==> src/rtl/glyph_pkg.sv <==
// rtl/glyph_pkg.sv - shared defaults, FSM states, width helper and 4x5 reset font for glyph_store
package glyph_pkg;

  localparam int DEF_GLYPH_W    = 4;
  localparam int DEF_GLYPH_H    = 5;
  localparam int DEF_NUM_GLYPHS = 36;

  typedef enum logic [0:0] {
    ST_IDLE   = 1'b0,
    ST_RELOAD = 1'b1
  } glyph_state_e;

  // Index width for a range of n values; never narrower than one bit.
  function automatic int width_of(input int n);
    return (n > 1) ? $clog2(n) : 1;
  endfunction

  // Glyph i at bits [(i+1)*20-1 : i*20]; within a glyph, row y is nibble y and
  // bit x of that nibble is pixel x (x=0 is the leftmost column).
  // Glyph order A..Z then 0..9; the literal below lists the last glyph first.
  localparam logic [DEF_NUM_GLYPHS*DEF_GLYPH_W*DEF_GLYPH_H-1:0] FONT_4X5 = {
    20'h68E96, 20'h69696, 20'h2248F, 20'h69716, 20'h7871F,  // 9 8 7 6 5
    20'h88F99, 20'h78687, 20'hF2496, 20'h72232, 20'h69BD6,  // 4 3 2 1 0
    20'hF168F, 20'h22255, 20'h99699, 20'h9FF99, 20'h25999,  // Z Y X W V
    20'h69999, 20'h22227, 20'h7861E, 20'h95797, 20'hED996,  // U T S R Q
    20'h11797, 20'h69996, 20'h99DB9, 20'h99FF9, 20'hF1111,  // P O N M L
    20'h95359, 20'h6988C, 20'h72227, 20'h99F99, 20'hE9D1E,  // K J I H G
    20'h1171F, 20'hF171F, 20'h79997, 20'hE111E, 20'h79797,  // F E D C B
    20'h99F96                                               // A
  };

endpackage

==> src/rtl/glyph_cell.sv <==
// rtl/glyph_cell.sv - one glyph bitmap: pixel write, whole-glyph reload and row mux
module glyph_cell
  import glyph_pkg::*;
#(
  parameter int GLYPH_W = DEF_GLYPH_W,
  parameter int GLYPH_H = DEF_GLYPH_H,
  parameter logic [GLYPH_W*GLYPH_H-1:0] INIT = '0,
  localparam int XW = width_of(GLYPH_W),
  localparam int YW = width_of(GLYPH_H)
) (
  input  logic               clock,
  input  logic               rst,
  input  logic               wr_en,
  input  logic [XW-1:0]      wr_x,
  input  logic [YW-1:0]      wr_y,
  input  logic               wr_data,
  input  logic               load,
  input  logic [YW-1:0]      rd_y,
  output logic [GLYPH_W-1:0] rd_row
);

  logic [GLYPH_W*GLYPH_H-1:0] bits_q;

  // Pixel storage: reset and reload both restore the font bitmap; otherwise one pixel may change.
  always_ff @(posedge clock or posedge rst) begin
    if (rst) begin
      bits_q <= INIT;
    end else if (load) begin
      bits_q <= INIT;
    end else if (wr_en) begin
      for (int y = 0; y < GLYPH_H; y++) begin
        for (int x = 0; x < GLYPH_W; x++) begin
          if (wr_y == YW'(y) && wr_x == XW'(x)) begin
            bits_q[y*GLYPH_W+x] <= wr_data;
          end
        end
      end
    end
  end

  // Row select; a row index past the glyph height reads as zero.
  always_comb begin
    rd_row = '0;
    for (int y = 0; y < GLYPH_H; y++) begin
      if (rd_y == YW'(y)) begin
        rd_row = bits_q[y*GLYPH_W +: GLYPH_W];
      end
    end
  end

endmodule

==> src/rtl/glyph_store.sv <==
// rtl/glyph_store.sv - writable glyph store with row reads and font reload; optional GLYPH_STORE_LOCK_EN
module glyph_store
  import glyph_pkg::*;
#(
  parameter int GLYPH_W    = DEF_GLYPH_W,
  parameter int GLYPH_H    = DEF_GLYPH_H,
  parameter int NUM_GLYPHS = DEF_NUM_GLYPHS,
  parameter logic [NUM_GLYPHS*GLYPH_W*GLYPH_H-1:0] RESET_FONT = FONT_4X5,
  localparam int IDX_W = width_of(NUM_GLYPHS),
  localparam int XW    = width_of(GLYPH_W),
  localparam int YW    = width_of(GLYPH_H)
) (
  input  logic               clock,
  input  logic               rst,
  input  logic               wr_en,
  input  logic [IDX_W-1:0]   wr_glyph,
  input  logic [XW-1:0]      wr_x,
  input  logic [YW-1:0]      wr_y,
  input  logic               wr_data,
  input  logic               reload,
  output logic               busy,
  input  logic               rd_req,
  output logic               rd_ready,
  input  logic [IDX_W-1:0]   rd_glyph,
  input  logic [YW-1:0]      rd_y,
  output logic               rd_valid,
  output logic [GLYPH_W-1:0] rd_row
`ifdef GLYPH_STORE_LOCK_EN
  ,
  input  logic               lock_we,
  input  logic [IDX_W-1:0]   lock_glyph,
  input  logic               lock_val
`endif
);

  localparam int GBITS = GLYPH_W * GLYPH_H;

  glyph_state_e       state_q, state_d;
  logic [IDX_W-1:0]   cnt_q, cnt_d;
  logic [GLYPH_W-1:0] rows [NUM_GLYPHS];
  logic [GLYPH_W-1:0] sel_row;
  logic               wr_in_range;
  logic               wr_locked;
  logic               wr_ok;
  logic               rd_accept;

  assign busy      = (state_q == ST_RELOAD);
  assign rd_ready  = !busy;
  assign rd_accept = rd_req && !busy;

  assign wr_in_range = (int'(wr_glyph) < NUM_GLYPHS) && (int'(wr_x) < GLYPH_W) &&
                       (int'(wr_y) < GLYPH_H);

`ifdef GLYPH_STORE_LOCK_EN
  logic [NUM_GLYPHS-1:0] lock_q;

  // Lock bits follow lock_we at any time, including during reload.
  always_ff @(posedge clock or posedge rst) begin
    if (rst) begin
      lock_q <= '0;
    end else if (lock_we && int'(lock_glyph) < NUM_GLYPHS) begin
      lock_q[lock_glyph] <= lock_val;
    end
  end

  // Lock state of the write target as registered, so a same-cycle lock change does not apply yet.
  always_comb begin
    wr_locked = 1'b0;
    for (int g = 0; g < NUM_GLYPHS; g++) begin
      if (wr_glyph == IDX_W'(g)) begin
        wr_locked = lock_q[g];
      end
    end
  end
`else
  assign wr_locked = 1'b0;
`endif

  assign wr_ok = wr_en && !busy && wr_in_range && !wr_locked;

  // Reload sequencer state and glyph counter.
  always_ff @(posedge clock or posedge rst) begin
    if (rst) begin
      state_q <= ST_IDLE;
      cnt_q   <= '0;
    end else begin
      state_q <= state_d;
      cnt_q   <= cnt_d;
    end
  end

  // Reload walks one glyph per cycle and returns to idle after the last one.
  always_comb begin
    state_d = state_q;
    cnt_d   = cnt_q;
    case (state_q)
      ST_IDLE: begin
        if (reload) begin
          state_d = ST_RELOAD;
          cnt_d   = '0;
        end
      end
      ST_RELOAD: begin
        if (cnt_q == IDX_W'(NUM_GLYPHS - 1)) begin
          state_d = ST_IDLE;
        end else begin
          cnt_d = cnt_q + 1'b1;
        end
      end
      default: state_d = ST_IDLE;
    endcase
  end

  for (genvar g = 0; g < NUM_GLYPHS; g++) begin : g_cell
    glyph_cell #(
      .GLYPH_W (GLYPH_W),
      .GLYPH_H (GLYPH_H),
      .INIT    (RESET_FONT[g*GBITS +: GBITS])
    ) u_cell (
      .clock   (clock),
      .rst     (rst),
      .wr_en   (wr_ok && (wr_glyph == IDX_W'(g))),
      .wr_x    (wr_x),
      .wr_y    (wr_y),
      .wr_data (wr_data),
      .load    (busy && (cnt_q == IDX_W'(g))),
      .rd_y    (rd_y),
      .rd_row  (rows[g])
    );
  end

  // Glyph select for reads; an index past the last glyph reads as zero.
  always_comb begin
    sel_row = '0;
    for (int g = 0; g < NUM_GLYPHS; g++) begin
      if (rd_glyph == IDX_W'(g)) begin
        sel_row = rows[g];
      end
    end
  end

  // Read output register: one-cycle latency, row held while no read completes.
  always_ff @(posedge clock or posedge rst) begin
    if (rst) begin
      rd_valid <= 1'b0;
      rd_row   <= '0;
    end else begin
      rd_valid <= rd_accept;
      if (rd_accept) begin
        rd_row <= sel_row;
      end
    end
  end

endmodule

==> config.mk <==
export PLATFORM = sky130hd
export DESIGN_NAME = glyph_store
export DESIGN_NICKNAME = d
export VERILOG_FILES = /design/src/rtl/glyph_pkg.sv /design/src/rtl/glyph_cell.sv /design/src/rtl/glyph_store.sv
export SDC_FILE = /design/constraint.sdc
export NUM_CORES = 2
export LEC_CHECK = 0
export BUFFER_PORTS_ARGS = -buffer_cell sky130_fd_sc_hd__buf_2
export CAP_MARGIN = 15
export CORE_ASPECT_RATIO = 1.75
export CORE_UTILIZATION = 40
export CTS_BUF_LIST = sky130_fd_sc_hd__clkbuf_4
export CTS_CLUSTER_SIZE = 24
export DETAILED_ROUTE_END_ITERATION = 6
export SETUP_SLACK_MARGIN = 0.05
export SLEW_MARGIN = 20
export SYNTH_ARGS = -nofsm -noshare
export SYNTH_HDL_FRONTEND = slang
export SYNTH_SLANG_ARGS = --single-unit
export TNS_END_PERCENT = 20
==> constraint.sdc <==
create_clock -name clock -period 26.3 [get_ports clock]
set_input_delay 2.63 -clock clock [delete_from_list [all_inputs] [get_ports clock]]
set_output_delay 2.63 -clock clock [all_outputs]
set_load 0.03 [all_outputs]
## Yosys cells after proc, flatten, opt, wreduce, memory -nomap -nowiden

Index checks and enable logic that the tools add are counted.

| operators by class | value |
|---|---|
| add/sub/neg operators | 1 |
| magnitude comparators | 2 |
| eq/ne operators | 118 |
| multiplexer cells | 314 |
| bitwise logic cells | 1 |
| reductions and logical operators | 1580 |

Operator list:

| kind | count |
|---|---|
| nonzero test 2 bit | 756 |
| AND reduction 2 bit | 721 |
| 2-to-1 mux 20 bit | 72 |
| 2-to-1 mux 4 bit | 216 |
| equality test 6 x 5 -> 1 bit (second input constant) | 48 |
| equality test 6 x 4 -> 1 bit (second input constant) | 24 |
| logical AND 1 bit | 96 |
| equality test 6 x 3 -> 1 bit (second input constant) | 12 |
| equality test 6 bit (second input constant) | 12 |
| equality test 6 x 2 -> 1 bit (second input constant) | 6 |
| 2-to-1 mux 1 bit | 22 |
| equality test 6 x 1 -> 1 bit (second input constant) | 3 |
| logical NOT 6 bit | 3 |
| equality test 3 x 2 -> 1 bit (second input constant) | 4 |
| 2-to-1 mux 6 bit | 2 |
| one-hot mux 6 bit (2 select lines) | 1 |
| adder 6 x 1 -> 6 bit (second input constant) | 1 |
| equality test 3 x 1 -> 1 bit (second input constant) | 2 |
| equality test 3 bit (second input constant) | 2 |
| logical NOT 3 bit | 2 |
| less-than comparator 6 bit (second input constant) | 1 |
| equality test 2 bit (second input constant) | 2 |
| inequality test 2 bit (second input constant) | 2 |
| less-than comparator 3 bit (second input constant) | 1 |
| 5 further kinds | 5 |

| word-level totals | value |
|---|---|
| register bits after elaboration | 732 |
| logic and storage cells | 2740 |

## Logic depth before layout (Yosys ltp)

| logic depth | value |
|---|---|
| depth after elaboration | 42 |
| mapped depth | 12 |
| mapped depth without buffers | 8 |

## Hierarchy

A second synthesis with hierarchy kept.

| unflattened totals | value |
|---|---|
| cell total of the unflattened synthesis | 4606 |
| area total of the unflattened synthesis | 45720.1 um^2 |

By module, submodules not included:

| module | times used | cells an instance | area each (um^2) | seq. area each (um^2) |
|---|---|---|---|---|
| glyph_cell (g_cell[10].u_cell ...) | 4 | 115 | 1164.9 | 513.0 |
| glyph_cell (g_cell[17].u_cell ...) | 3 | 114 | 1183.6 | 515.5 |
| glyph_cell (g_cell[15].u_cell ...) | 3 | 114 | 1166.1 | 513.0 |
| glyph_store | 1 | 475 | 3283.1 | 300.3 |
| glyph_cell (g_cell[26].u_cell) | 1 | 115 | 1222.4 | 515.5 |
| glyph_cell (g_cell[13].u_cell) | 1 | 115 | 1207.4 | 515.5 |
| glyph_cell (g_cell[0].u_cell) | 1 | 115 | 1204.9 | 515.5 |
| glyph_cell (g_cell[18].u_cell) | 1 | 115 | 1202.4 | 513.0 |
| glyph_cell (g_cell[7].u_cell) | 1 | 115 | 1202.4 | 515.5 |
| glyph_cell (g_cell[16].u_cell) | 1 | 117 | 1192.4 | 515.5 |
| glyph_cell (g_cell[27].u_cell) | 1 | 115 | 1189.9 | 510.5 |
| glyph_cell (g_cell[1].u_cell) | 1 | 113 | 1186.1 | 516.7 |
| glyph_cell (g_cell[22].u_cell) | 1 | 115 | 1186.1 | 518.0 |
| glyph_cell (g_cell[25].u_cell) | 1 | 113 | 1183.6 | 515.5 |
| +16 rows | n/a | n/a | n/a | n/a |

## Worst setup path after synthesis

Ideal clock, no wire load.

| timing | value |
|---|---|
| kind | input to register |
| start point | input rd_y[0] |
| end point | register rd_row[3] |
| data arrival time | 4.395 ns |
| path slack | 21.779 ns |
| stages on the path | 10 |
| buffers on the path | 4 |
| path through | buf_6 buf_8 buf_6 buf_2 mux2_2 a32oi_1 o21ai_0 a22oi_1 nand4_1 o32a_1 |

| between the ends | value |
|---|---|
| word-level cells in the longest chain between the ends | 42 |

Ends and longest elaborated chain:

| item | line | text |
|---|---|---|
| start: declaration | glyph_store.sv:25 | `input logic [YW-1:0] rd_y,` |
| logical NOT 3 bit | glyph_cell.sv:45 | `if (rd_y == YW'(y)) begin` |
| 2-to-1 mux 4 bit (5 in a row) | glyph_cell.sv:45 |  |
| 2-to-1 mux 4 bit (35 in a row) | glyph_store.sv:136 | `if (rd_glyph == IDX_W'(g)) begin` |
| 2-to-1 mux 4 bit * | glyph_store.sv:136 |  |
| end signal: assignment | glyph_store.sv:150 | `rd_row <= sel_row;` |
| end: declaration | glyph_store.sv:27 | `output logic [GLYPH_W-1:0] rd_row` |

Every way passes the cells marked *; elsewhere a longest branch is shown, timed or not.
A chain may end at the register's enable or synchronous reset.

## Final worst setup path

| timing | value |
|---|---|
| start point | input rd_y[1] |
| end point | register rd_row[0] |

The elaborated chain is that of the path after synthesis.

==> impl_results.rst <==
.. list-table::
   :header-rows: 1

   * - Metric
     - Value
   * - Syn. warnings
     - 0
   * - Leftover overflow at the end of global routing
     - 0
   * - Prevailing post-synth register cell
     - sky130_fd_sc_hd__dfstp_2
   * - Clk Tree Root Cell
     - sky130_fd_sc_hd__clkbuf_4
   * - Share of synthesized cell area in full adder, half adder and majority cells
     - 0.126%
   * - Share of flip-flops with an asynchronous set or reset after synthesis
     - 100%
   * - Main combinational cell family by area after synthesis
     - compound AO/OA/AOI/OAI gates
   * - Detailed-route wire length per cell
     - 34.8 µm
   * - Number of different library cells in the post-synthesis netlist
     - just under 90
   * - Synthesized area per cell
     - between 8 and 9 µm²
   * - Aggregate global-route resource usage
     - between 30% and 40%
   * - Finish-stage setup viols
     - 0
   * - Starting Density
     - 40.4%
   * - Setup slack on the worst flop-to-flop path
     - 22690 ps
   * - Setup TNS after final layout
     - 0 ps
   * - Clock tree from TritonCTS
     - yes
   * - H-tree levels
     - 4
   * - XOR/XNOR share of the synthesized area
     - less than 1%
   * - Maximum number of pins on one net before global-route repair
     - 145
   * - Worst reg-to-reg path cell count
     - 6
   * - Static leakage power
     - 0.0157 µW
   * - Total of flip-flops plus latches after synthesis
     - 732
   * - Final HPWL DP
     - 111000 µm
   * - Data arrival time of the critical path
     - 7440 ps
   * - Global-route wire length before repair
     - 287000 µm
   * - Power per cell area
     - 59.6 nW/µm²
   * - Overall die area
     - approximately 100000 µm²
   * - Area of the core region
     - 98100 µm²
   * - Terminating pin of the worst hold path
     - g_cell[21].u_cell.bits_q[3]
   * - Total detailed-routing wirelength
     - ~200000 µm
   * - Count of instances resized after the clock tree is built
     - 0
   * - Maximum fanout count along the critical path
     - 45
   * - Fin. max-slew vios
     - 0
   * - Number of hold buffers added after CTS
     - 0
   * - Reg2Reg Capture Point
     - g_cell[32].u_cell.bits_q[16]
   * - Height of the chip
     - 419 µm
   * - Post-synthesis cell area
     - 39700 µm²
   * - Total of fill cells in the finished design
     - a little under 10000
   * - Port buffer count
     - 32
   * - Unrepaired setup endpoints after global routing
     - false
   * - Final estimated routing congestion in global placement
     - 1.01
   * - Highest clock rate
     - between 150 and 200 MHz
   * - Place WS
     - 19230 ps
   * - Hold crit path type
     - reg2reg
   * - Non-filler instance count after layout
     - between 5000 and 6000
   * - Kind of capture point of the worst setup path
     - flip-flop
   * - Dpl cells
     - 5483
   * - Final hold viol count
     - 0
   * - Compound-cell area share of the yosys netlist
     - 20.3%
   * - Slew margin rel.
     - 16.4%
   * - Worst supply voltage drop on vdd
     - 0.0360 mV
   * - Buffers inserted during post-CTS setup optimization
     - 0
   * - Relative area change from synthesis to final layout
     - 7.97%
   * - Cell depth of the worst hold path
     - 2
   * - Top library cells by usage in the layout, fill and taps aside
     - sky130_fd_sc_hd__nand3_1 (1133), sky130_fd_sc_hd__o21ai_0 (790), sky130_fd_sc_hd__a21oi_1 (392), sky130_fd_sc_hd__dfstp_2 (377), sky130_fd_sc_hd__dfrtp_1 (355)
   * - Num rows
     - between 150 and 200
   * - Final critical path time including I/O delays and setup
     - 6490 ps
   * - Part of the Yosys area used for sequential elements
     - 47.4%
   * - Number of global-route vias before repair
     - roughly 39000
   * - Number of antenna violations at the first check in global routing
     - 12
   * - Total number of clock tree sinks
     - approximately 730
   * - Share of cells above drive strength 1
     - a little over a fifth
   * - DRC errors left
     - 0
   * - Width of the die
     - 240 µm
   * - Antenna viol nets, final
     - 0
   * - Critical R2R Launch
     - busy
   * - Max Buffers Root-to-Sink
     - 3
   * - Maximum Capacitance Violations
     - 0
   * - Skew final
     - 72.6 ps
   * - NumNets Final
     - 4382
   * - Mux share of post-synthesis cell area
     - about 6.6%
   * - Clk pin slew, worst setup/hold paths
     - 80 ps
   * - Vias
     - 41000
   * - CTS Buf Count
     - 175
   * - Slew @ Worst Pin
     - 1250 ps
   * - Boundary pin count
     - 33
   * - Kind of critical path
     - in2reg
   * - Violation count after the first detailed-route iteration
     - 6912
   * - Simple-gate area share of the yosys netlist
     - between 10% and 20%
   * - Syn Nets
     - around 4600
   * - First element of the critical path
     - rd_y[1]
   * - Number of flops mapped to enable cells by yosys
     - 0
   * - Crit path setup slack, layout
     - slightly below 20000 ps
   * - Worst-skew pair later-pin latency
     - 1120 ps
   * - Result of the run
     - finished clean
   * - Final worst path period share
     - 24.7%
   * - Mean number of vias per cell
     - 7.06
   * - Startpoint type of the worst setup path
     - input port
   * - Number of instances in the synthesized netlist
     - 4540
   * - First-pass iteration count of the detailed router
     - 6
   * - Source of the worst hold timing path
     - g_cell[21].u_cell.bits_q[3]
   * - Required time of the critical path
     - 27260 ps
   * - Most common library cell in the layout ignoring fill and taps
     - sky130_fd_sc_hd__nand3_1
==> power by group <==
part	leakage (µW)	switching, µW	internal (µW)
registers	0.00890	15.7	1140
logic	0.00538	316	68.2
clock network	0.00143	507	510
total	0.0157	838	1720
==> worst max-delay path by stage <==
stage	slack [ps]	cells past startpoint	end
detailed placement	19230	11	rd_row[2]
global placement	19250	11	rd_row[2]
global route	20030	11	rd_row[1]
floorplan	3760	1	busy
finish	19810	12	rd_row[0]
CTS	20340	11	rd_row[2]
==> synth_stat cells (all sizes together) (7+ instances only) <==
cell	count	area share, %
nand3	1137	14
a31oi	12	0.19
mux2i	178	4.5
a221oi	8	0.19
o22ai	39	0.61
nand4	10	0.16
clkbuf	396	3.8
buf	122	1.9
or2	10	0.16
and3	8	0.13
mux2	21	0.61
o2bb2ai	39	0.86
nand2b	16	0.25
o21ai	793	10
a2bb2oi	10	0.22
or3	8	0.13
a22oi	50	0.95
dfstp	377	25
a21oi	392	4.9
a22o	11	0.24
nand2	139	1.3
dfrtp	355	22
nor3	19	0.26
a32oi	7	0.15
inv	9	0.085
a211oi	8	0.15
mux4	26	1.5
o211ai	29	0.55
nor2	166	1.6
and2	33	0.52
nor2b	17	0.27
==> metrics by stage <==
step           cell area [µm²]  power [µW]  hold slack [ps]  utilization [%]
2_1_floorplan            39700        1360              479                -
3_3_place_gp             40500        1530              488             41.2
3_5_place_dp             40500        1530              496             41.2
4_1_cts                  42800        2530              505             43.6
5_1_grt                  42800        2610              514             43.6
6_report                 42800        2550              503             43.7
==> registers in the layout, indices dropped and copies added (netlist names) <==
signal                cells
g_cell.u_cell.bits_q    720
rd_valid                  1
rd_row                    4
cnt_q                     6
busy                      1
==> layout make-up <==
class	count	area (µm²)	share of cell area [%]
inverters	10	45.0	0.105
well taps	1309	1640	3.82
diodes	9	22.5	0.0526
repair buffers	153	1120	2.61
clock buffers	294	2210	5.15
clock inverters	28	133	0.310
multi-input cells	3280	18900	44.1
flip-flops and latches	732	18800	43.9
==> cell families (layout without fill, tap and decap cells) <==
logic type      after synthesis  after routing
compound gates             1452           1452
flops                       732            732
other cells                   0              9
xor+xnor                      1              1
buf+inv                     528            485
fa+ha+maj                     4              4
simple gates               1598           1598
mux                         225            225
==> metal layers <==
metal	track usage, %	part of all wire, %
met5	0	0.0054
met4	33.2	10
met3	11.9	13
met2	59.2	43
met1	47.5	34
==> critical path: stages <==
cell and delay [ps]:
sky130_fd_sc_hd__buf_6 410, sky130_fd_sc_hd__buf_4 620, sky130_fd_sc_hd__buf_4 680, sky130_fd_sc_hd__buf_4 500, sky130_fd_sc_hd__nor2_1 120, sky130_fd_sc_hd__buf_4 210, sky130_fd_sc_hd__a32o_1 200, sky130_fd_sc_hd__o21ai_0 210
sky130_fd_sc_hd__and4_1 240, sky130_fd_sc_hd__nand3_1 300, sky130_fd_sc_hd__a2111oi_0 920, sky130_fd_sc_hd__o311ai_1 190
Power figures use the tool's default switching activity.
